<file path="src/rtl/uart_tx_fifo_drain.sv">
// uart_tx_fifo_drain
// Pops bytes from the capture FIFO one at a time and serialises each onto
// the UART line as 8N1 (or 8N2), LSB first, with a registered tx output.
module uart_tx_fifo_drain #(
  parameter int DATA_WIDTH = 8,
  parameter int BAUD_DIV   = 208,
  parameter int STOP_BITS  = 1
) (
  input  logic                  i_clk,
  input  logic                  i_res,
  input  logic                  i_fifo_empty,
  output logic                  o_fifo_ren,
  input  logic [DATA_WIDTH-1:0] i_fifo_data,
  output logic                  o_uart_tx,
  output logic                  o_busy
);

  localparam int CW = (BAUD_DIV > 1) ? $clog2(BAUD_DIV) : 1;
  localparam int BW = (DATA_WIDTH > 1) ? $clog2(DATA_WIDTH) : 1;
  localparam logic [CW-1:0] CNT_LAST  = CW'(BAUD_DIV - 1);
  localparam logic [BW-1:0] BIT_LAST  = BW'(DATA_WIDTH - 1);
  localparam logic          STOP_LAST = 1'(STOP_BITS - 1);

  typedef enum logic [2:0] {
    ST_IDLE,
    ST_FETCH,
    ST_START,
    ST_DATA,
    ST_STOP
  } state_t;

  state_t                state, state_nxt;
  logic [CW-1:0]         baud_cnt, baud_cnt_nxt;
  logic [BW-1:0]         bit_idx, bit_idx_nxt;
  logic [DATA_WIDTH-1:0] shift_reg, shift_nxt;
  logic                  stop_cnt, stop_cnt_nxt;
  logic                  tx_nxt;
  logic                  bit_end;
  logic                  pop_req;

  // A bit period closes on the last count of the baud divider.
  assign bit_end = (baud_cnt == CNT_LAST);

  // Pop only from IDLE with data available; reset masks the pop so nothing is lost.
  assign pop_req = (state == ST_IDLE) & ~i_fifo_empty & ~i_res;

  // State and datapath registers, including the registered serial output.
  always_ff @(posedge i_clk) begin
    if (i_res) begin
      state     <= ST_IDLE;
      baud_cnt  <= '0;
      bit_idx   <= '0;
      shift_reg <= '0;
      stop_cnt  <= 1'b0;
      o_uart_tx <= 1'b1;
    end else begin
      state     <= state_nxt;
      baud_cnt  <= baud_cnt_nxt;
      bit_idx   <= bit_idx_nxt;
      shift_reg <= shift_nxt;
      stop_cnt  <= stop_cnt_nxt;
      o_uart_tx <= tx_nxt;
    end
  end

  // Next-state logic: frame sequencing, baud counting and bit shifting.
  always_comb begin
    state_nxt    = state;
    baud_cnt_nxt = baud_cnt;
    bit_idx_nxt  = bit_idx;
    shift_nxt    = shift_reg;
    stop_cnt_nxt = stop_cnt;

    case (state)
      ST_IDLE: begin
        baud_cnt_nxt = '0;
        bit_idx_nxt  = '0;
        stop_cnt_nxt = 1'b0;
        if (pop_req) begin
          state_nxt = ST_FETCH;
        end
      end

      ST_FETCH: begin
        shift_nxt    = i_fifo_data;
        baud_cnt_nxt = '0;
        bit_idx_nxt  = '0;
        stop_cnt_nxt = 1'b0;
        state_nxt    = ST_START;
      end

      ST_START: begin
        baud_cnt_nxt = bit_end ? '0 : baud_cnt + 1'b1;
        if (bit_end) begin
          bit_idx_nxt = '0;
          state_nxt   = ST_DATA;
        end
      end

      ST_DATA: begin
        baud_cnt_nxt = bit_end ? '0 : baud_cnt + 1'b1;
        if (bit_end) begin
          shift_nxt = shift_reg >> 1;
          if (bit_idx == BIT_LAST) begin
            stop_cnt_nxt = 1'b0;
            state_nxt    = ST_STOP;
          end else begin
            bit_idx_nxt = bit_idx + 1'b1;
          end
        end
      end

      ST_STOP: begin
        baud_cnt_nxt = bit_end ? '0 : baud_cnt + 1'b1;
        if (bit_end) begin
          if (stop_cnt == STOP_LAST) begin
            state_nxt = ST_IDLE;
          end else begin
            stop_cnt_nxt = stop_cnt + 1'b1;
          end
        end
      end

      default: begin
        state_nxt = ST_IDLE;
      end
    endcase
  end

  // Outputs: read strobe, busy flag, and the line level for the coming cycle.
  always_comb begin
    o_fifo_ren = pop_req;
    o_busy     = (state != ST_IDLE);
    tx_nxt     = 1'b1;
    case (state_nxt)
      ST_START: tx_nxt = 1'b0;
      ST_DATA:  tx_nxt = shift_nxt[0];
      default:  tx_nxt = 1'b1;
    endcase
  end

endmodule

</file>
<file path="config.mk">
export PLATFORM = sky130hd
export DESIGN_NAME = uart_tx_fifo_drain
export DESIGN_NICKNAME = d
export VERILOG_FILES = /design/src/rtl/uart_tx_fifo_drain.sv
export SDC_FILE = /design/constraint.sdc
export NUM_CORES = 1
export LEC_CHECK = 0
export BUFFER_PORTS_ARGS = -buffer_cell sky130_fd_sc_hd__buf_2
export CAP_MARGIN = 20
export CORE_MARGIN = 2
export CORE_UTILIZATION = 45
export CTS_BUF_LIST = sky130_fd_sc_hd__clkbuf_16
export DETAILED_ROUTE_END_ITERATION = 10
export REMOVE_ABC_BUFFERS = 1
export SYNTH_ARGS = -nofsm -noshare
export SYNTH_HDL_FRONTEND = slang
export SYNTH_SLANG_ARGS = --single-unit
</file>
<file path="constraint.sdc">
create_clock -name i_clk -period 4.05 [get_ports i_clk]
set_clock_uncertainty 0.15 [all_clocks]
set_input_delay 0.405 -clock i_clk [delete_from_list [all_inputs] [get_ports i_clk]]
set_output_delay 0.405 -clock i_clk [all_outputs]
set_load 0.02 [all_outputs]
</file>
==> summary.md, run 1 <==
In the layout the commonest cells are dfxtp_1 (23), nand2_1 (16), a21oi_1 (13), buf_2 (13), o21ai_1 (11). The top-level I/O count is 14. Width of the chip: 55.9 µm. The number of buffer cells added on primary ports works out to 13. The DRC marker count from the first detailed-route iteration came out at 40.

The tools report the launching element of the worst setup path as state[1]$_SDFF_PP0_. For this run, the top clock speed supported by timing is 0.460 GHz. The slowest stage of the critical path is the dfxtp_1 cell.

The share of total power dissipated in combinational logic is 7.7%. Met3 track demand over resource: 3.26%. The post-synthesis sequential element count is 23. Setup slack on the worst reg-to-reg path comes out at 1.92 ns. The kind of start point of the critical path is a flip-flop.

Number of cells traversed by the worst register-to-register path: 5. Summed over all cells, the static leakage comes to 0.000464 µW. Summing every instance area after synthesis gives 0.00121 mm². The run gives 378 µW as the total internal power.

Global routing used 25.3% of the available met2 tracks. The synthesized area divided by synthesized cell count is 8.26 µm². The area added between synthesis and finish came out at 10.3%.

In this run the deepest clock path goes through 2 buffers. At the worst endpoint, the arrival time is 1.62 ns. The slew at the pin closest to its max-slew limit is 0.627 ns. Along the worst path, the maximum fanout reaches 18.

The startpoint of the most critical hold path is i_fifo_data[7]. The tightest min-delay check is of the input pin to flip-flop type. For met1 alone, demand over resource in global routing was 24.4%. The kind of end point of the critical path is a primary output. Walking the worst path, the cells encountered are or3_1 -> nor3_1 -> buf_2. Fill cells in the final layout number 247. The die covers 0.00313 mm². The number of nets with antenna violations after routing was 0. The tools report the switching power as 112 µW. The congestion estimate from routability-driven global placement came to 0.774.

In this run, synthesis inferred 0 flip-flops with an integrated enable. The peak supply drop is 0.000245 V, and the ratio of final minimum period to clock period is 53.7%. Peak-usage layer in the global routing report: met2. The final critical delay including setup and external delays was 2.18 ns. Dividing the detail-routed via count by the number of cells gives 6.06.

For this run, the detailed router's first-pass iteration total came to 4. The worst hold path stage count is 3, and the total congestion overflow is 0. The floorplan step defined a core boundary enclosing 0.00252 mm².

For the H-tree level count, the log shows 1. The logs give 0 for the number of antenna violations at the first check in global routing and 0.273 ns for the worst hold slack after final layout. Once detailed placement completed, the half-perimeter wirelength came to 1.75 mm. Once the floorplan was initialized, standard cells occupied 48.1% of the core.

The number of buffers inserted by hold repair at cts came out at 0. Pin count of the biggest net entering global routing: 26. For the worst-skew pair, the clock arrives at the later sink with an insertion delay of 0.26 ns. The number of CTS-inserted buffers was 3. The area share of the largest cell type after synthesis came out at 37.9%. The number of max-capacitance violations reported came out at 0.

Setup repair after global routing left no endpoint under its margin. At the end of the flow, the number of nets in the layout was 167. After clock tree synthesis, the repair step resized 0 gates. The buffering stage count on the worst path with inverters included is 1.

In this run the tightest slew margin relative to its limit is 58.2%. In this run, distinct cell masters in the synthesized netlist total 37. The share of total power dissipated in the clock network is 44.0%.

Grouping stages by cell kind, the critical path spends the most delay in simple AND/OR/NAND/NOR gates. 0 antenna diodes ended up in the layout. The tools report the proportion of power drawn by flip-flops and latches as 48.4%.

Summing all placed instances gives a cell area of 0.00126 mm². The layout cell share with drive strength beyond 1 works out to 13.2%. The data required time of the critical path is 3.49 ns.

The path with the worst hold slack has its endpoint at shift_reg[7]$_SDFFE_PP0P_. The cell sitting at the root of the clock tree is a clkbuf_16. For the final-report max-slew violation count, the log shows 0. The endpoint identified for the worst register-to-register timing path is baud_cnt[6]$_SDFFE_PP0P_. In the final routed layout, each cell accounts on average for 14.5 µm. Row count: 18.

The via count of the first global-routing pass was 951. The run gives 0 ns as the setup TNS. The number of vias after detailed routing was 1103; the vertical extent of the die was 55.9 µm. Summed over all instances, the cell type with the most area after synthesis is dfxtp_1. Clock tree synthesis found a total of 23 sinks.

The post-CTS clock slew at the launch and capture registers of the worst setup and hold paths is 0.06 ns. Sorting the synthesized cells by area gives the leading types as dfxtp_1 (38%), a21oi_1 (5.4%), nand2_1 (4.9%), o21ai_1 (4.5%), a311oi_1 (4.3%). The source of the worst register-to-register timing path is baud_cnt[0]$_SDFFE_PP0P_. The final hold violation count was 0; the total track usage was 17.1%. Among all flip-flop cells after synthesis, the most frequent one is dfxtp_1. Buffers inserted during post-CTS setup optimization: 0. The run finished with clean final reports.

The total routed wirelength is 2.64 mm, and the part of the Yosys area used for sequential elements is 37.9%. For this run, design rule violations remaining after detail routing come to 0. The count of mapped cells out of synthesis is 147.

Setup violations remaining at the end of the flow were counted as 0. During synthesis, Yosys emitted a total of 0 warnings. The switching part of the total power was 22.8%. Once layout is done, the placed cells without fillers occupy 0.00134 mm². Leaving out fill and tap cells, the most frequent cell in the layout is dfxtp_1.

The share of synthesized flip-flops with an asynchronous set or reset works out to 0%. The largest single stage delay on the critical path is 0.49 ns. The worst setup path category is flip-flop to primary output. TritonCTS built the clock tree.

In this run the power density over the cells is 366 mW/mm². The first global-routing pass estimated 4.37 mm of wire.
-- layout make-up --
| type | instances | area [µm²] | area share, % |
|---|---|---|---|
| Timing Repair Buffer | 13 | 65.1 | 4.86 |
| Multi-Input combinational cell | 111 | 692 | 51.7 |
| Sequential cell | 23 | 460 | 34.4 |
| Inverter | 1 | 3.75 | 0.280 |
| Clock buffer | 3 | 75.1 | 5.61 |
| Clock inverter | 1 | 5.00 | 0.374 |
| Tap cell | 30 | 37.5 | 2.80 |
-- stage by stage --
stage               util (%)  power (µW)  std cells  worst slack (ns)
CTS                     53.1         492        182              1.90
detailed placement      49.9         279        178              1.95
floorplan                  -         263        135              2.06
global route            53.1         507        182              1.71
global placement        49.9         279        178              2.03
finish                  53.1         490        182              1.87
-- synth_stat cells, types with 2 or more instances --
cell      count
a31oi_1       2
a41oi_1       3
nand3_1       6
o21ai_0       2
nand2b_1      3
nand3b_1      2
a311oi_1      6
nand2_1      16
nor2_1        9
o21ai_1      11
nor2b_1       2
a21o_1        6
or3_1         2
buf_2         4
nor3_1        3
ha_1          3
and3_1        3
nand4_1       6
clkbuf_1      6
a21oi_1      13
dfxtp_1      23
-- logic make-up (layout without fill, tap and decap cells) --
kind of cell	Yosys count	in the layout	synth area share, %
compound gates	50	50	27.7
xor+xnor	1	1	0.722
fa+ha+maj	3	3	3.09
buf+inv	13	18	5.05
flops	23	23	37.9
mux	1	1	0.825
simple gates	56	56	24.6
-- routing by layer --
layer  routed length [µm]  up-vias
li1                     -      559
met1                 1280      512
met2                 1200       28
met3                  114        4
met4                   42        0
met5                    0        -
-- how the worst max path moves through the flow --
stage,endpoint,cells after the start,slack [ns]
detailed placement,baud_cnt[6]$_SDFFE_PP0P_,5,1.95
global placement,baud_cnt[7]$_SDFFE_PP0P_,5,2.03
CTS,o_fifo_ren,3,1.90
global route,baud_cnt[7]$_SDFFE_PP0P_,5,1.71
floorplan,o_fifo_ren,2,2.06
finish,o_fifo_ren,3,1.87
-- worst min-delay path: stages --
cell      delay [ns]
buf_2           0.09
nand3b_1        0.07
a21oi_1         0.06
-- power groups by stage --
stage                     sequential (µW)  combinational, µW  clock, µW
after floorplan                       241               22.4          0
after global placement                242               37.0          0
after detailed placement              242               37.3          0
after CTS                             237               37.4        218
after global routing                  238               41.5        228
final                                 237               37.6        215
No activity file was read; power rests on OpenSTA's default activity.
==> inputs of run 2 (changes only) <==
--- a/config.mk
+++ b/config.mk
@@ -11,6 +11,7 @@
 export CORE_UTILIZATION = 45
 export CTS_BUF_LIST = sky130_fd_sc_hd__clkbuf_16
 export DETAILED_ROUTE_END_ITERATION = 10
+export PLACE_DENSITY = 0.67
 export REMOVE_ABC_BUFFERS = 1
 export SYNTH_ARGS = -nofsm -noshare
 export SYNTH_HDL_FRONTEND = slang
==> constraint.sdc (replaced) <==
create_clock -name i_clk -period 1.8 [get_ports i_clk]
set_clock_uncertainty 0.15 [all_clocks]
set_input_delay 0.18 -clock i_clk [delete_from_list [all_inputs] [get_ports i_clk]]
set_output_delay 0.18 -clock i_clk [all_outputs]
set_load 0.02 [all_outputs]
==> summary.md, run 2 (synthesis gave the netlist of run 1 again) <==
Number of antenna violations at the first check in global routing: 0 (unchanged). The clock latency on the worst-skew pair was 0.26 ns (about the same). The cell sitting at the root of the clock tree is a clkbuf_16. The number of buffers on the longest clock path is 2 (unchanged), and the number of CTS-inserted buffers is 3 (unchanged). The library cells used most frequently in the layout, excluding fill and tap cells, are dfxtp_1 (19), nand2_1 (16), buf_4 (16).

Number of detailed-routing iterations run before antenna repair: 4 (unchanged). Final net count: 184 (+10%). The layout cell share with drive strength beyond 1 works out to 27.8% (+15 points). The average detailed-routed wire length per instance was 14.2 µm (-2.2%). For the placement-stage cell area, the log shows 0.00137 mm² (+8.9%).

The final-report max-slew violation count is 0 (unchanged). The worst setup path category was flip-flop to flip-flop. The via count of the first global-routing pass was 1096 (+15%). The data required time of the critical path was 1.82 ns (-1.67 ns). The power per unit of standard cell area was 742 mW/mm² (+100%); the number of buffers inserted by hold repair at cts was 0 (unchanged). The kind of start point of the critical path is a flip-flop.

Counting I/O delays and the setup requirement, the final critical path takes 1.76 ns. The number of nets with antenna violations after routing came out at 0 (unchanged). On the critical path, the stage with the largest delay is an instance of dfxtp_2. For the total track usage, the log shows 18.7% (+1.5 points).

The ratio of final minimum period to clock period works out to 97.7%. Row count: 18 (unchanged). Arrival time at the worst endpoint: 1.77 ns (+0.15 ns). The number of max-capacitance violations reported came out at 0 (unchanged).

Post-route cell area: 0.00152 mm² (+13%). The post-CTS clock slew at the launch and capture registers of the worst setup and hold paths is 0.06 ns (about the same). The total of endpoints with negative setup slack in the final report came out at 0 (unchanged). The vertical extent of the die is 55.9 µm (unchanged). The run finished with clean final reports. The final routed DRC violation total came out at 0 (unchanged). The slew at the pin closest to its max-slew limit was 0.386 ns (-0.241 ns); the number of buffer cells added on primary ports was 13 (unchanged). The tools report the core box area as 0.00252 mm² (unchanged).

The static leakage was 0.000560 µW (+21%); the largest fanout on the critical path was 5 (-13). The logs give 14 (unchanged) for the top-level I/O count and 46 (+15%) for the DRC marker count from the first detailed-route iteration. Worst hold slack after final layout: 0.0464 ns (-0.227 ns). The logs give 74.2% (+16 points) for the worst slew margin relative to its limit and 1163 (+5.4%) for the number of vias after detailed routing.

The width of the chip was 55.9 µm (unchanged). The library cell used most frequently in the layout, excluding fill and tap cells, is dfxtp_1. Area added between synthesis and finish: 25.1%. The worst setup path is captured at a flip-flop. The tightest min-delay check is of the input pin to flip-flop type. The logs give 0 (unchanged) for the total congestion overflow and 4.75 mm (+8.7%) for the first-pass GRT wire length. TritonCTS built the clock tree. The run gives 0.758 (-2.1%) as the placer's final routability congestion estimate.

The pin count of the biggest net entering global routing is 17 (-35%). The tools report the final hold violation count as 0 (unchanged). The initial core utilization came out at 48.1% (unchanged).

The run gives 0.000485 V (+98%) as the peak supply drop. The logs give 1.95 mm (+11%) for the HPWL after detailed placement and 1 (unchanged) for the H-tree level count. The run gives 0 (unchanged) as the antenna diode count.

The average via count per standard cell came out at 5.84 (-3.6%). The total routed wirelength is 2.82 mm (+6.9%). The tools report the TritonCTS sink count as 23 (unchanged).

Traced cell by cell, the critical path runs through ha_4 -> and3_4 -> a211oi_4 -> buf_4 -> nand2_1 -> a311oi_2. Die footprint: 0.00313 mm² (unchanged). Delay of the slowest cell on the worst path: 0.34 ns (-0.15 ns). Upper clock frequency limit: 0.569 GHz.
## run 2: final timing paths
path         cells after the start                      from  slack (ns)                   endpoint
max reg2reg                      6  baud_cnt[1]$_SDFFE_PP0P_        0.04   baud_cnt[5]$_SDFFE_PP0P_
min reg2reg                      1   bit_idx[0]$_SDFFE_PP0P_        0.33    bit_idx[0]$_SDFFE_PP0P_
max                              6  baud_cnt[1]$_SDFFE_PP0P_        0.04   baud_cnt[5]$_SDFFE_PP0P_
min                              3            i_fifo_data[7]        0.05  shift_reg[7]$_SDFFE_PP0P_
## run 2: critical path, delay by kind of cell (launching register included)
kind	cells	cell delay [ns]
AO/OA/AOI/OAI	2	0.56
flip-flops	1	0.34
AND/OR/NAND/NOR	2	0.26
buffers and inverters	1	0.18
adder cells (fa/ha/maj)	1	0.16
## run 2: routing by layer
layer | GRT usage (%) | vias up | routed length [µm]
li1 | - | 591 | -
met1 | 25.8 | 533 | 1360
met2 | 28.7 | 35 | 1300
met3 | 4.19 | 4 | 133
met4 | 6.46 | 0 | 34
met5 | 0 | - | 0
## run 2: cell type report
type | instances | area [µm²]
Inverter | 1 | 3.75
Tap cell | 30 | 37.5
Timing Repair Buffer | 30 | 196
Clock inverter | 1 | 5.00
Fill cell | 237 | 1000
Multi-Input combinational cell | 111 | 734
Clock buffer | 3 | 75.1
Sequential cell | 23 | 465
## run 2: power breakdown
group	switching [µW]	internal, µW	total [µW]
registers	9.52	520	530
logic	61.5	46.9	108
clock network	188	299	488
total	259	867	1130
## run 2: repair_timing
item	in CTS	in global routing
pin swaps	0	4
gates cloned	0	1
resized for setup	3	12
endpoints found under the setup margin	4	15
buffers inserted	0	1
hold endpoints to repair	0	0
## run 2: per-stage QoR
stage	std cells	setup TNS (ns)	total power (µW)	util (%)	worst slack [ns]
6_report	199	0	1130	60.2	0.0410
5_1_grt	199	-0.0407	1160	60.2	-0.0291
4_1_cts	197	0	1120	57.9	0.0149
3_5_place_dp	193	0	639	54.4	0.000875
3_3_place_gp	193	0	636	54.4	0.0592
2_1_floorplan	135	-0.484	593	-	-0.117
